$ cat src/rtl/id_pkg.sv
// Shared encodings for the ID stage: MIPS-I opcode/funct values, one-hot
// instruction-class bit positions and destination-select masks.
package id_pkg;

   localparam logic [5:0] OP_RTYPE = 6'h00;
   localparam logic [5:0] OP_JAL   = 6'h03;
   localparam logic [5:0] OP_BEQ   = 6'h04;
   localparam logic [5:0] OP_BNE   = 6'h05;
   localparam logic [5:0] OP_ADDI  = 6'h08;
   localparam logic [5:0] OP_ANDI  = 6'h0C;
   localparam logic [5:0] OP_ORI   = 6'h0D;
   localparam logic [5:0] OP_LUI   = 6'h0F;
   localparam logic [5:0] OP_LB    = 6'h20;
   localparam logic [5:0] OP_LH    = 6'h21;
   localparam logic [5:0] OP_LW    = 6'h23;
   localparam logic [5:0] OP_SB    = 6'h28;
   localparam logic [5:0] OP_SH    = 6'h29;
   localparam logic [5:0] OP_SW    = 6'h2B;

   localparam logic [5:0] FN_JR    = 6'h08;
   localparam logic [5:0] FN_MFHI  = 6'h10;
   localparam logic [5:0] FN_MTHI  = 6'h11;
   localparam logic [5:0] FN_MFLO  = 6'h12;
   localparam logic [5:0] FN_MTLO  = 6'h13;
   localparam logic [5:0] FN_MULT  = 6'h18;
   localparam logic [5:0] FN_MULTU = 6'h19;
   localparam logic [5:0] FN_DIV   = 6'h1A;
   localparam logic [5:0] FN_DIVU  = 6'h1B;
   localparam logic [5:0] FN_ADD   = 6'h20;
   localparam logic [5:0] FN_SUB   = 6'h22;
   localparam logic [5:0] FN_AND   = 6'h24;
   localparam logic [5:0] FN_OR    = 6'h25;
   localparam logic [5:0] FN_SLT   = 6'h2A;
   localparam logic [5:0] FN_SLTU  = 6'h2B;

   localparam int IC_ADD   = 0;
   localparam int IC_SUB   = 1;
   localparam int IC_AND   = 2;
   localparam int IC_OR    = 3;
   localparam int IC_SLT   = 4;
   localparam int IC_SLTU  = 5;
   localparam int IC_ADDI  = 6;
   localparam int IC_ANDI  = 7;
   localparam int IC_ORI   = 8;
   localparam int IC_LUI   = 9;
   localparam int IC_LB    = 10;
   localparam int IC_LH    = 11;
   localparam int IC_LW    = 12;
   localparam int IC_SB    = 13;
   localparam int IC_SH    = 14;
   localparam int IC_SW    = 15;
   localparam int IC_BEQ   = 16;
   localparam int IC_BNE   = 17;
   localparam int IC_JAL   = 18;
   localparam int IC_JR    = 19;
   localparam int IC_MULT  = 20;
   localparam int IC_MULTU = 21;
   localparam int IC_DIV   = 22;
   localparam int IC_DIVU  = 23;
   localparam int IC_MFHI  = 24;
   localparam int IC_MFLO  = 25;
   localparam int IC_MTHI  = 26;
   localparam int IC_MTLO  = 27;

   localparam logic [4:0] RA = 5'd31;

   // Classes whose destination is the rd field vs. the rt field.
   localparam logic [31:0] MASK_DEST_RD =
      (32'd1 << IC_ADD) | (32'd1 << IC_SUB) | (32'd1 << IC_AND) | (32'd1 << IC_OR) |
      (32'd1 << IC_SLT) | (32'd1 << IC_SLTU) | (32'd1 << IC_MFHI) | (32'd1 << IC_MFLO);
   localparam logic [31:0] MASK_DEST_RT =
      (32'd1 << IC_ADDI) | (32'd1 << IC_ANDI) | (32'd1 << IC_ORI) | (32'd1 << IC_LUI) |
      (32'd1 << IC_LB) | (32'd1 << IC_LH) | (32'd1 << IC_LW);

   function automatic logic [31:0] onehot(input int idx);
      return 32'd1 << idx;
   endfunction

endpackage

$ cat src/rtl/id_regfile.sv
// 32x32 general register file: synchronous clear, one write port from
// write-back, two combinational read ports with write-back bypass.
module id_regfile
   import id_pkg::*;
(
   input  logic        clk,
   input  logic        reset,
   input  logic        we,
   input  logic [4:0]  waddr,
   input  logic [31:0] wdata,
   input  logic [4:0]  raddr1,
   input  logic [4:0]  raddr2,
   output logic [31:0] rdata1,
   output logic [31:0] rdata2
);

   logic [31:0] regs [32];

   always_ff @(posedge clk) begin
      if (reset) begin
         for (int i = 0; i < 32; i++) regs[i] <= '0;
      end else if (we && (waddr != 5'd0)) begin
         regs[waddr] <= wdata;
      end
   end

   function automatic logic [31:0] read_port(input logic [4:0] addr,
                                             input logic [31:0] stored);
      if (addr == 5'd0)                  return '0;
      else if (we && (waddr == addr))    return wdata;
      else                               return stored;
   endfunction

   always_comb begin
      rdata1 = read_port(raddr1, regs[raddr1]);
      rdata2 = read_port(raddr2, regs[raddr2]);
   end

endmodule

$ cat src/rtl/id_decode_core.sv
// ID-stage core: field split, one-hot class decode, destination select,
// register file and delay-slot next-PC computation.
module id_decode_core
   import id_pkg::*;
(
   input  logic        clk,
   input  logic        reset,
   input  logic [31:0] instr,
   input  logic [31:0] f_pc,
   input  logic        wb_we,
   input  logic [4:0]  wb_addr,
   input  logic [31:0] wb_data,
   input  logic [31:0] wb_pc,
   input  logic        fwd_we,
   input  logic [4:0]  fwd_addr,
   input  logic [31:0] fwd_data,
   output logic [4:0]  rs,
   output logic [4:0]  rt,
   output logic [4:0]  rd,
   output logic [4:0]  shamt,
   output logic [15:0] imm16,
   output logic [25:0] imm26,
   output logic [31:0] iclass,
   output logic [4:0]  a3,
   output logic        rf_we,
   output logic [31:0] rd1,
   output logic [31:0] rd2,
   output logic [31:0] npc,
   output logic        w_grf_we,
   output logic [4:0]  w_grf_addr,
   output logic [31:0] w_grf_wdata,
   output logic [31:0] w_inst_addr
);

   logic [5:0]         opcode;
   logic [5:0]         funct;
   logic [31:0]        op_a;
   logic [31:0]        op_b;
   logic signed [31:0] br_off;

   assign opcode = instr[31:26];
   assign funct  = instr[5:0];
   assign rs     = instr[25:21];
   assign rt     = instr[20:16];
   assign rd     = instr[15:11];
   assign shamt  = instr[10:6];
   assign imm16  = instr[15:0];
   assign imm26  = instr[25:0];

   always_comb begin
      iclass = '0;
      case (opcode)
         OP_RTYPE: begin
            case (funct)
               FN_ADD:   iclass = onehot(IC_ADD);
               FN_SUB:   iclass = onehot(IC_SUB);
               FN_AND:   iclass = onehot(IC_AND);
               FN_OR:    iclass = onehot(IC_OR);
               FN_SLT:   iclass = onehot(IC_SLT);
               FN_SLTU:  iclass = onehot(IC_SLTU);
               FN_JR:    iclass = onehot(IC_JR);
               FN_MULT:  iclass = onehot(IC_MULT);
               FN_MULTU: iclass = onehot(IC_MULTU);
               FN_DIV:   iclass = onehot(IC_DIV);
               FN_DIVU:  iclass = onehot(IC_DIVU);
               FN_MFHI:  iclass = onehot(IC_MFHI);
               FN_MFLO:  iclass = onehot(IC_MFLO);
               FN_MTHI:  iclass = onehot(IC_MTHI);
               FN_MTLO:  iclass = onehot(IC_MTLO);
               default:  iclass = '0;
            endcase
         end
         OP_ADDI: iclass = onehot(IC_ADDI);
         OP_ANDI: iclass = onehot(IC_ANDI);
         OP_ORI:  iclass = onehot(IC_ORI);
         OP_LUI:  iclass = onehot(IC_LUI);
         OP_LB:   iclass = onehot(IC_LB);
         OP_LH:   iclass = onehot(IC_LH);
         OP_LW:   iclass = onehot(IC_LW);
         OP_SB:   iclass = onehot(IC_SB);
         OP_SH:   iclass = onehot(IC_SH);
         OP_SW:   iclass = onehot(IC_SW);
         OP_BEQ:  iclass = onehot(IC_BEQ);
         OP_BNE:  iclass = onehot(IC_BNE);
         OP_JAL:  iclass = onehot(IC_JAL);
         default: iclass = '0;
      endcase
   end

   always_comb begin
      a3    = 5'd0;
      rf_we = 1'b0;
      if (|(iclass & MASK_DEST_RD)) begin
         a3    = rd;
         rf_we = 1'b1;
      end else if (|(iclass & MASK_DEST_RT)) begin
         a3    = rt;
         rf_we = 1'b1;
      end else if (iclass[IC_JAL]) begin
         a3    = RA;
         rf_we = 1'b1;
      end
   end

   id_regfile u_regfile (
      .clk    (clk),
      .reset  (reset),
      .we     (wb_we),
      .waddr  (wb_addr),
      .wdata  (wb_data),
      .raddr1 (rs),
      .raddr2 (rt),
      .rdata1 (rd1),
      .rdata2 (rd2)
   );

   // Branch/jr operands take the EX result; rd1/rd2 themselves stay unforwarded.
   always_comb begin
      op_a = rd1;
      op_b = rd2;
      if (fwd_we && (fwd_addr == rs) && (rs != 5'd0)) op_a = fwd_data;
      if (fwd_we && (fwd_addr == rt) && (rt != 5'd0)) op_b = fwd_data;
   end

   assign br_off = {{14{imm16[15]}}, imm16, 2'b00};

   // f_pc is already the delay-slot address, so offsets are relative to it.
   always_comb begin
      npc = f_pc + 32'd4;
      if ((iclass[IC_BEQ] && (op_a == op_b)) || (iclass[IC_BNE] && (op_a != op_b)))
         npc = f_pc + br_off;
      else if (iclass[IC_JAL])
         npc = {f_pc[31:28], imm26, 2'b00};
      else if (iclass[IC_JR])
         npc = op_a;
   end

   assign w_grf_we    = wb_we;
   assign w_grf_addr  = wb_addr;
   assign w_grf_wdata = wb_data;
   assign w_inst_addr = wb_pc;

endmodule

$ cat config.mk
export PLATFORM = sky130hd
export DESIGN_NAME = id_decode_core
export DESIGN_NICKNAME = d
export VERILOG_FILES = /design/src/rtl/id_pkg.sv /design/src/rtl/id_regfile.sv /design/src/rtl/id_decode_core.sv
export SDC_FILE = /design/constraint.sdc
export NUM_CORES = 2
export LEC_CHECK = 0
export BUFFER_PORTS_ARGS = -buffer_cell sky130_fd_sc_hd__buf_2
export CELL_PAD_IN_SITES_DETAIL_PLACEMENT = 0
export CELL_PAD_IN_SITES_GLOBAL_PLACEMENT = 1
export CORE_MARGIN = 2
export CORE_UTILIZATION = 40
export CTS_BUF_LIST = sky130_fd_sc_hd__clkbuf_4 sky130_fd_sc_hd__clkbuf_8
export DETAILED_ROUTE_END_ITERATION = 10
export PLACE_DENSITY_LB_ADDON = 0.1
export SYNTH_ARGS = -nofsm -noshare
export SYNTH_HDL_FRONTEND = slang
export SYNTH_SLANG_ARGS = --single-unit
$ cat constraint.sdc
create_clock -name clk -period 4.89 [get_ports clk]
set_clock_uncertainty 0.1 [all_clocks]
set_input_delay 0.7335 -clock clk [delete_from_list [all_inputs] [get_ports clk]]
set_output_delay 0.7335 -clock clk [all_outputs]
set_load 0.1 [all_outputs]
==> results by group <==
Die
  • IO Pins: 440
  • Core Area: 152000 sq um
  • Row Count: 143
  • Chip Height: 396 microns
  • Die area: 157000 sq um
  • Initial core utilization: 40.4%
  • Die X: 396 microns

GRT
  • First-pass GRT wire length: 403000 microns
  • Total grt overflow: 0
  • Vias in the first global route: 47256
  • Largest net degree at the start of global routing: 45
  • Total GRT Usage: 37.9%
  • Initial antenna violation count: 32

Detailed routing
  • Post-route ant nets: 0
  • Wire length per cell: 38.8 microns
  • Starting DRT DRC Count: 6847
  • Via count: 48640
  • Post-Route WL: 300000 microns
  • Pre-antenna DRT Iters: 5
  • DRC errors left: 0
  • Via-per-instance ratio: 6.30

Setup path
  • CP endpoint kind: output pin
  • Crit path buf inv count: 8
  • Max incr delay on CP: 0.51 ns
  • Worst-path cell chain: buf_8, buf_12, buf_12, buf_4, mux4_2, mux2i_1, o22ai_1, a211oi_1, buf_4, a2bb2oi_1, xor2_1, nand4_1, nor4_1, nand4_1, buf_4, mux2i_4, buf_4, mux2_4, buf_4
  • CP max stage cell: mux4_2
  • Crit Path Max Fanout: 12
  • Crit path required time: 4.06 ns
  • Crit-path most repeated cell: buf_4
  • CP Class: in2out
  • Setup crit start kind: input port
  • Crit path max-delay family: buffers and inverters
  • Worst Path Arrival: 5.46 ns

CTS
  • CTS root buffer: clkbuf_8
  • TritonCTS clock tree: built
  • H-tree levels: 4
  • Clock Path Buffers: 3
  • CTS buffer count: 180
  • Clock net sink count: 1024
  • Reg clk slew, reported paths: 0.06 ns

Final layout
  • Post-route cell area: 76700 sq um
  • Top flop regs: u_regfile.regs x1024
  • Proportion of layout cells with a drive suffix above 1: 39.0%
  • Layout area overhead: 24.9%
  • Final #Nets: 5725
  • Most flops, register: u_regfile.regs
  • Max reg flops: 1024

Outcome
  • Failing checks: setup timing
  • Outcome: complete, but fails checks

Logic synthesis
  • Library cells used by synthesis: 82
  • Yosys Warn Count: 0
  • Synth Register Bits: 1024
  • Post-Syn Area: 61400 sq um
  • Post-Syn Instances: 4666
  • Primary FF master, synth: edfxtp_1
  • Sequential element share of the synthesized area: 50.0%
  • Synth async-reset ratio: 0%
  • Post-Syn Area per Cell: 13.2 sq um
  • Post-synth EDFFs: 1024

Power
  • PwrDens: 326 nW/um^2
  • Gate power share: 25.3%
  • Clock power share: 33.2%
  • P_sw: 8.13 mW
  • Static leakage: 28.7 nW
  • VDD IR-drop max: 0.316 mV
  • Part of the power in registers: 41.6%
  • Tot Pwr: 25.0 mW
  • Internal power: 16.9 mW
  • Switching part of the total power: 32.5%

Timing
  • Setup violators final: 30
  • Slew HR: 23.8%
  • Worst-Margin Slew: 1.14 ns
  • Final min period: 6.29 ns
  • Final cycle utilization of the critical path: 129%
  • Hold Vio Cnt, Final: 0
  • Slew Viols, Final: 0
  • Fin worst setup slack: -1.40 ns
  • RSZ-0062 raised after global routing: yes
  • Achievable Freq: 159 MHz

Place
  • Dpl hpwl: 205000 microns
  • Placed instance area: 72800 sq um
  • GPL Wtd Cong: 0.974
  • PortBufs: 371

Hold path
  • Hold path start: wb_data[1]
  • Worst Hold Class: in2reg
  • Hold Path Depth: 2
  • Hold EP: u_regfile.regs[17][1]$_SDFFCE_PN0P_

Run
  • Max Cap Viol: 0
layout by cell type (no fill, tap or decap), types with 35 or more instances in the layout:
master | synthesis | routed
buf_12 | 0 | 197
a22oi_1 | 62 | 62
o22ai_1 | 36 | 36
mux2i_1 | 173 | 148
a211oi_1 | 53 | 39
o21ai_0 | 80 | 80
and2_1 | 922 | 922
nand3_1 | 39 | 39
conb_1 | 1 | 36
edfxtp_1 | 1024 | 1024
buf_4 | 167 | 748
clkinv_1 | 2 | 44
or2_2 | 42 | 41
clkbuf_8 | 0 | 182
nand2_1 | 142 | 138
and3_1 | 35 | 35
nor2_1 | 173 | 133
xnor2_1 | 65 | 64
a21oi_1 | 101 | 100
mux4_2 | 492 | 492
nor2_4 | 0 | 37
nor3_1 | 154 | 144
buf_2 | 58 | 278
clkbuf_4 | 0 | 64
layout make-up:
cell class / count / area, sq um
repair buffers: 1236 / 11100
multi-input cells: 3047 / 28500
clock inverters: 83 / 638
fillers: 13238 / 75500
inverters: 31 / 116
well taps: 2030 / 2540
clock buffers: 246 / 2990
flip-flops and latches: 1024 / 30700
diodes: 22 / 55.1
power groups by stage:
stage                     logic (mW)  clock network [mW]  registers (mW)
after floorplan                 3.57                   0            10.5
after global placement          6.18                   0            10.5
after detailed placement        6.18                   0            10.6
after CTS                       6.22                8.34            10.4
after global routing            6.45                8.70            10.4
final                           6.32                8.30            10.4
cell families after synthesis:
family | share of synthesized area [%]
and+or+nand+nor | 15.1
DFF | 50.0
muxes | 21.5
buffers and inverters | 5.23
AOI/OAI and AO/OA | 6.13
xor gates and xnor gates | 1.37
adders and majority gates | 0.643
other | 0.00610
Yosys cell counts (21+ instances only):
| library cell | number | area (sq um) |
|---|---|---|
| edfxtp_1 | 1024 | 30700 |
| a221oi_1 | 23 | 201 |
| mux2_2 | 27 | 304 |
| and2_1 | 922 | 5770 |
| nand3_1 | 39 | 195 |
| mux4_2 | 492 | 11100 |
| xor2_1 | 31 | 272 |
| nor2b_1 | 29 | 181 |
| nor3_1 | 154 | 771 |
| a211oi_1 | 53 | 398 |
| nand2b_1 | 24 | 150 |
| a32oi_1 | 22 | 193 |
| o22ai_1 | 36 | 225 |
| buf_1 | 29 | 109 |
| o21ai_0 | 80 | 400 |
| ha_1 | 30 | 375 |
| or2_2 | 42 | 263 |
| nor2_1 | 173 | 649 |
| buf_2 | 58 | 290 |
| o31ai_1 | 21 | 158 |
| mux2i_1 | 173 | 1730 |
| buf_4 | 167 | 1250 |
| or3_1 | 35 | 219 |
| a22oi_1 | 62 | 465 |
| xnor2_1 | 65 | 569 |
| a21oi_1 | 101 | 505 |
| nand2_1 | 142 | 533 |
| inv_1 | 25 | 93.8 |
| and3_1 | 35 | 219 |
| clkbuf_1 | 325 | 1220 |
worst max-delay path by stage:
stage,startpoint,to,cells past startpoint
6_report,instr[21],npc[27],19
3_5_place_dp,instr[16],npc[27],19
4_1_cts,u_regfile.regs[27][30]$_SDFFCE_PN0P_,npc[22],17
3_3_place_gp,instr[23],npc[16],18
5_1_grt,u_regfile.regs[27][30]$_SDFFCE_PN0P_,npc[16],16
2_1_floorplan,instr[16],npc[10],18
stage by stage:
stage	std cells	setup slack, ns	util (%)	hold WS (ns)	TNS (ns)
finish	7719	-1.40	50.4	0.205	-40.23
global route	7700	-1.51	50.4	0.173	-43.67
CTS	7697	-1.41	50.3	0.150	-40.67
detailed placement	7362	-1.66	47.8	1.18	-47.97
global placement	7361	-1.77	47.8	1.18	-51.52
floorplan	4701	-1.02	-	0.832	-29.10
repair_timing:
| item | CTS | global route |
|---|---|---|
| pin swaps | 8 | 0 |
| hold buffers | 0 | 0 |
| endpoints found under the setup margin | 30 | 31 |
| setup buffers | 5 | 1 |
| resized for setup | 39 | 5 |
| gates cloned | 1 | 0 |
layer usage:
metal | share of wire (%) | vias up | track usage, %
li1 | - | 19420 | -
met1 | 37 | 24980 | 49.1
met2 | 44 | 3475 | 57.2
met3 | 12 | 751 | 11.0
met4 | 6.3 | 14 | 20.8
met5 | 0.031 | - | 0
Power figures use the tool's default switching activity.
